File: src/rtl/pipe_hazard_ctrl.sv
// rtl/pipe_hazard_ctrl.sv - pipeline hazard/stall controller with mul/div busy sequencing
module pipe_hazard_ctrl #(
  parameter int MULDIV_CYCLES = 8,
  parameter int CNT_W         = 16
) (
  input  logic             clk,
  input  logic             rst,
  input  logic [4:0]       id_rs,
  input  logic [4:0]       id_rt,
  input  logic             id_uses_rt,
  input  logic             idex_mem_read,
  input  logic [4:0]       idex_rt,
  input  logic             ex_branch_taken,
  input  logic             ex_muldiv_start,
  output logic             pc_write,
  output logic             ifid_write,
  output logic             ifid_flush,
  output logic             idex_write,
  output logic             idex_bubble,
  output logic             exmem_bubble,
  output logic             md_busy,
  output logic [CNT_W-1:0] stall_count
);

  // md_cnt only ever holds MULDIV_CYCLES-2 (at most 30), so 5 bits suffice
  localparam int MD_W = 5;

  typedef enum logic {RUN, BUSY} state_t;

  state_t          state;
  logic [MD_W-1:0] md_cnt;
  logic            load_use;

  // register 0 is never a real producer, so a load to it cannot create a hazard
  assign load_use = idex_mem_read && (idex_rt != 5'd0) &&
                    ((idex_rt == id_rs) || (id_uses_rt && (idex_rt == id_rt)));

  // combinational pipeline controls, highest-priority condition first
  always_comb begin
    pc_write     = 1'b1;
    ifid_write   = 1'b1;
    ifid_flush   = 1'b0;
    idex_write   = 1'b1;
    idex_bubble  = 1'b0;
    exmem_bubble = 1'b0;
    md_busy      = 1'b0;
    if (rst) begin
      pc_write     = 1'b0;
      ifid_write   = 1'b0;
      idex_write   = 1'b0;
      ifid_flush   = 1'b1;
      idex_bubble  = 1'b1;
      exmem_bubble = 1'b1;
    end else if (state == BUSY) begin
      pc_write     = 1'b0;
      ifid_write   = 1'b0;
      idex_write   = 1'b0;
      exmem_bubble = 1'b1;
      md_busy      = 1'b1;
    end else if (ex_muldiv_start) begin
      // the op stays in EX; a coincident branch is not a legal combination
      pc_write     = 1'b0;
      ifid_write   = 1'b0;
      idex_write   = 1'b0;
      exmem_bubble = 1'b1;
    end else if (ex_branch_taken) begin
      // the ID instruction is wrong-path, so any load-use match is irrelevant
      ifid_flush   = 1'b1;
      idex_bubble  = 1'b1;
    end else if (load_use) begin
      pc_write     = 1'b0;
      ifid_write   = 1'b0;
      idex_bubble  = 1'b1;
    end
  end

  // mul/div occupancy FSM: start cycle plus MULDIV_CYCLES-1 BUSY cycles
  always_ff @(posedge clk) begin
    if (rst) begin
      state  <= RUN;
      md_cnt <= '0;
    end else begin
      case (state)
        RUN: begin
          if (ex_muldiv_start) begin
            state  <= BUSY;
            md_cnt <= MD_W'(MULDIV_CYCLES - 2);
          end
        end
        BUSY: begin
          if (md_cnt == '0) begin
            state <= RUN;
          end else begin
            md_cnt <= md_cnt - 1'b1;
          end
        end
        default: begin
          state  <= RUN;
          md_cnt <= '0;
        end
      endcase
    end
  end

  // saturating count of cycles in which the PC was held
  always_ff @(posedge clk) begin
    if (rst) begin
      stall_count <= '0;
    end else if (!pc_write && (stall_count != {CNT_W{1'b1}})) begin
      stall_count <= stall_count + 1'b1;
    end
  end

endmodule

File: config.mk
export PLATFORM = sky130hd
export DESIGN_NAME = pipe_hazard_ctrl
export DESIGN_NICKNAME = d
export VERILOG_FILES = /design/src/rtl/pipe_hazard_ctrl.sv
export SDC_FILE = /design/constraint.sdc
export NUM_CORES = 1
export LEC_CHECK = 0
export BUFFER_PORTS_ARGS = -buffer_cell sky130_fd_sc_hd__buf_2
export CAP_MARGIN = 20
export CORE_MARGIN = 1
export CORE_UTILIZATION = 53
export CTS_CLUSTER_DIAMETER = 50
export CTS_CLUSTER_SIZE = 20
export DETAILED_ROUTE_END_ITERATION = 10
export GPL_TIMING_DRIVEN = 0
export MAX_ROUTING_LAYER = met4
export PLACE_DENSITY = 0.84
export SYNTH_ARGS = -nofsm -noshare
export SYNTH_HDL_FRONTEND = slang
export SYNTH_SLANG_ARGS = --single-unit
File: constraint.sdc
create_clock -name clk -period 3.25 [get_ports clk]
set_input_delay 0 -clock clk [delete_from_list [all_inputs] [get_ports clk]]
set_output_delay 0 -clock clk [all_outputs]
set_load 0.02 [all_outputs]
Word-level counts from Yosys, hierarchy flattened
Cells that the tools add are included.
- logic and storage cells: 47
- output and inout port bits: 23
- register bits: 22
- bitwise gates (word level): 1
- add/sub/neg operators: 2
- reductions and logical operators: 9
- multiplexer cells: 27
- eq/ne operators: 5
- operator list (operator ; number):
    2-to-1 mux 1 bit ; 23
    adder 16 x 1 -> 16 bit (second input constant) ; 1
    inequality test 16 bit (second input constant) ; 1
    == test 5 bit ; 2
    2-to-1 mux 5 bit ; 2
    one-hot mux 5 bit (2 select lines) ; 1
    zero test 5 bit ; 1
    nonzero test 5 bit ; 1
    subtractor 5 x 1 -> 5 bit (second input constant) ; 1
    logical AND 1 bit ; 4
    inequality test 2 bit (second input constant) ; 2
    one-hot mux 1 bit (2 select lines) ; 1
    AND reduction 2 bit ; 1
    zero test 1 bit ; 1
    logical OR 1 bit ; 1
    NOT 1 bit ; 1

Logic depth before layout (Yosys ltp)
- word-level depth: 11
- mapped depth: 8
- gate-level depth less buffers: 8

Least setup slack after synthesis
Ideal clock, no wire load.
- path type: register -> output
- start point: register state
- end point: output pc_write
- data arrival time: 2066 ps
- stages on the path, launching flop included: 6
- path buffers: 2
- path slack: 1184 ps
- path through: dfxtp_1 -> buf_2 -> nor3_1 -> inv_1 -> nor2_1 -> buf_4
- longest elaborated chain between the ends: 2
- RTL lines (element ; line ; text):
    start: declaration ; 30 ; state_t state;
    start signal: assignment ; 80 ; state <= RUN;
    start signal: assignment ; 86 ; state <= BUSY;
    start signal: assignment ; 92 ; state <= RUN;
    2-to-1 mux 1 bit (2 in a row) ; n/a ;
    end: declaration ; 15 ; output logic pc_write,
No other way between the ends.

Final worst setup path
- start point: register stall_count[4]
- end point: register stall_count[1]
- longest elaborated chain between the ends: 2
- RTL lines (element ; line ; text):
    start: declaration ; 22 ; output logic [CNT_W-1:0] stall_count
    start signal: assignment ; 110 ; stall_count <= stall_count + 1'b1;
    inequality test 16 bit ; 109 ; end else if (!pc_write && (stall_count != {CNT_W{1'b1}})) begin
    logical AND 1 bit ; 109 ;
No other way between the ends.
A chain may end at the register's enable or synchronous reset.

==> results.toml <==
[outcome]
status = "completed"

[drt]
ant_nets = 0
vias_per_cell = 5.67
drt_iter0_drc = 10
via_count = 1320
dr.pass1.iters = 4
avgRoutedWirePerCell_um = 12.9
drc = 0
wl_um = 3000

[global_route]
grt_remaining_overflow = 0
grt_max_degree = 14
antenna_found_initial = 0
grt_pass1_wl_um = 4690
grt_use_total = 0.245
grt_pass1_vias = 1153

[finish]
stdcell_area_um2 = 1590
syn2layout_area_growth_pct = 23.6
layout_common_cells = "buf_2 (45), dfxtp_1 (22), a21oi_1 (20)"
fin_nets = 230
register_area_um2 = 440
multi_input_comb_area_um2 = 777
diodes = 0
final_common_cell = "buf_2"
layout-drive-gt1-share = 0.293
fill_cells = 201

[worst_setup_path]
path_class = "reg2reg"
cp_data_required_time_ps = 3460
reg2reg_depth = 7
rrSetupSlack_ps = 1200
crit_arrival_ps = 2260
critPathMaxFanout = 10
critical_path.startpoint_type = "register"
end_kind = "register"

[hold_path]
hold_path.class = "in2reg"
hold_depth = 3

[clock_network]
cts_buffers = 3
post-cts-setup-buffer-count = 0
worstSkewPairLatency_ps = 320
cts.clk_slew.worst_paths_ps = 130
clock-sinks = 22
cts_hold_buffers = 0
clockBufferDepth = 2
cts_tree = "built"
h-tree-depth = 1
cts_resized = 0
root_buffer = "clkbuf_4"

[timing]
hold_viol_final = 0
finalCriticalPeriod_ps = 2050
max_freq_mhz = 488
finalCritPeriodShare = 0.631
slew_viol_final = 0
rsz0062_at_grt = "false"
finalSetupViolations = 0
worst_clock_skew_ps = 7.18
tightest_slew_ps = 514
slew_headroom = 0.655
tns_ps = 0

[synth]
ys_top_cells_by_area = "dfxtp_1 (34%), xnor2_1 (8.2%), a21oi_1 (7.8%)"
syn_inst = 158
syn_area_um2 = 1280
ys_warn_count = 0
postSynthNetCount = 182
synth_top_cell_by_area = "dfxtp_1"
ys_types = 36
synth.avg_cell_area_um2 = 8.12
ys_ff_latch = 22
synth_top_area_frac = 0.343
seq_area_frac_synth = 0.343

[floorplan]
start_util = 0.569
fp.dieW_um = 51.2
pin_count = 44
die_area_um2 = 2620
die_y_um = 51.2
rows = 17
coreArea_um2 = 2250

[place]
port_buffers = 43
gp_congestion = 0.834
place_area_um2 = 1530
dp_hpwl_um = 2310

[power]
vdd_ir_drop_max_mv = 0.319
leakagePower_uw = 0.000646
powerDensity_nw_per_um2 = 409

[flow_run]
cap_violations = 0
-- where the power goes --
part / internal, uW / leakage [uW] / switching, uW / total (uW)
Clock: 125 / 0.0000279 / 89.7 / 214
Combinational: 57.6 / 0.000439 / 77.2 / 135
Sequential: 285 / 0.000179 / 15.0 / 300
-- sequential cells by signal (all words and copies together), names as in the netlist --
name	cells
md_cnt	5
stall_count	16
state	1
-- cell families after synthesis --
kind of cell / Yosys count / share of synthesized area
AO/OA/AOI/OAI: 41 / 0.194
adder cells (fa/ha/maj): 3 / 0.0292
AND/OR/NAND/NOR: 63 / 0.279
flip-flops: 22 / 0.343
XOR/XNOR: 14 / 0.0955
buffers and inverters: 14 / 0.0517
multiplexers: 1 / 0.00780
-- per-layer routing --
layer  track usage  up-vias  part of all wire
li1              -      662                 -
met1         0.266      608              0.43
met2         0.434       43              0.49
met3        0.0238        7             0.054
met4         0.140        0             0.021
met5             -        -                 0
-- area by class of cell --
class / instances / share of cell area
Buffer: 6 / 0.0229
Clock buffer: 3 / 0.0142
Clock inverter: 1 / 0.0189
Inverter: 8 / 0.0189
Multi-Input combinational cell: 122 / 0.490
Sequential cell: 22 / 0.278
Tap cell: 28 / 0.0221
Timing Repair Buffer: 43 / 0.136
-- cell usage after synthesis (all sizes together) --
cell,instances
a21oi,22
a311oi,1
and3,1
and4,1
buf,4
clkbuf,2
dfxtp,22
ha,3
inv,8
mux2i,1
nand2,12
nand3,6
nand4,6
nor2,14
nor2b,1
nor3,3
nor4,3
o211ai,2
o21ai,12
o22ai,1
o31ai,3
or3,12
or4,4
xnor2,12
xor2,2
-- per-stage QoR --
stage	util	hold slack [ps]	setup WS (ps)	power (uW)	cells
final	0.704	97.2	1200	649	233
after global routing	0.704	107	1030	672	233
after CTS	0.704	82.0	1170	655	233
after floorplan	-	85.1	1180	395	158
after global placement	0.680	333	1290	432	229
after detailed placement	0.680	334	1190	441	229
-- critical path, stage by stage, from the launching register on --
cell and delay (ps):
dfxtp_1 460, nand4_2 210, nor4_4 410, a21oi_1 160, a21oi_4 270, buf_6 190
mux2i_1 190, nor2_1 60
-- final timing paths --
kind,from,endpoint
min,ex_muldiv_start,state
max,stall_count[4],stall_count[1]
min reg2reg,md_cnt[0],md_cnt[0]
max reg2reg,stall_count[4],stall_count[1]
No activity file was read; power rests on OpenSTA's default activity.
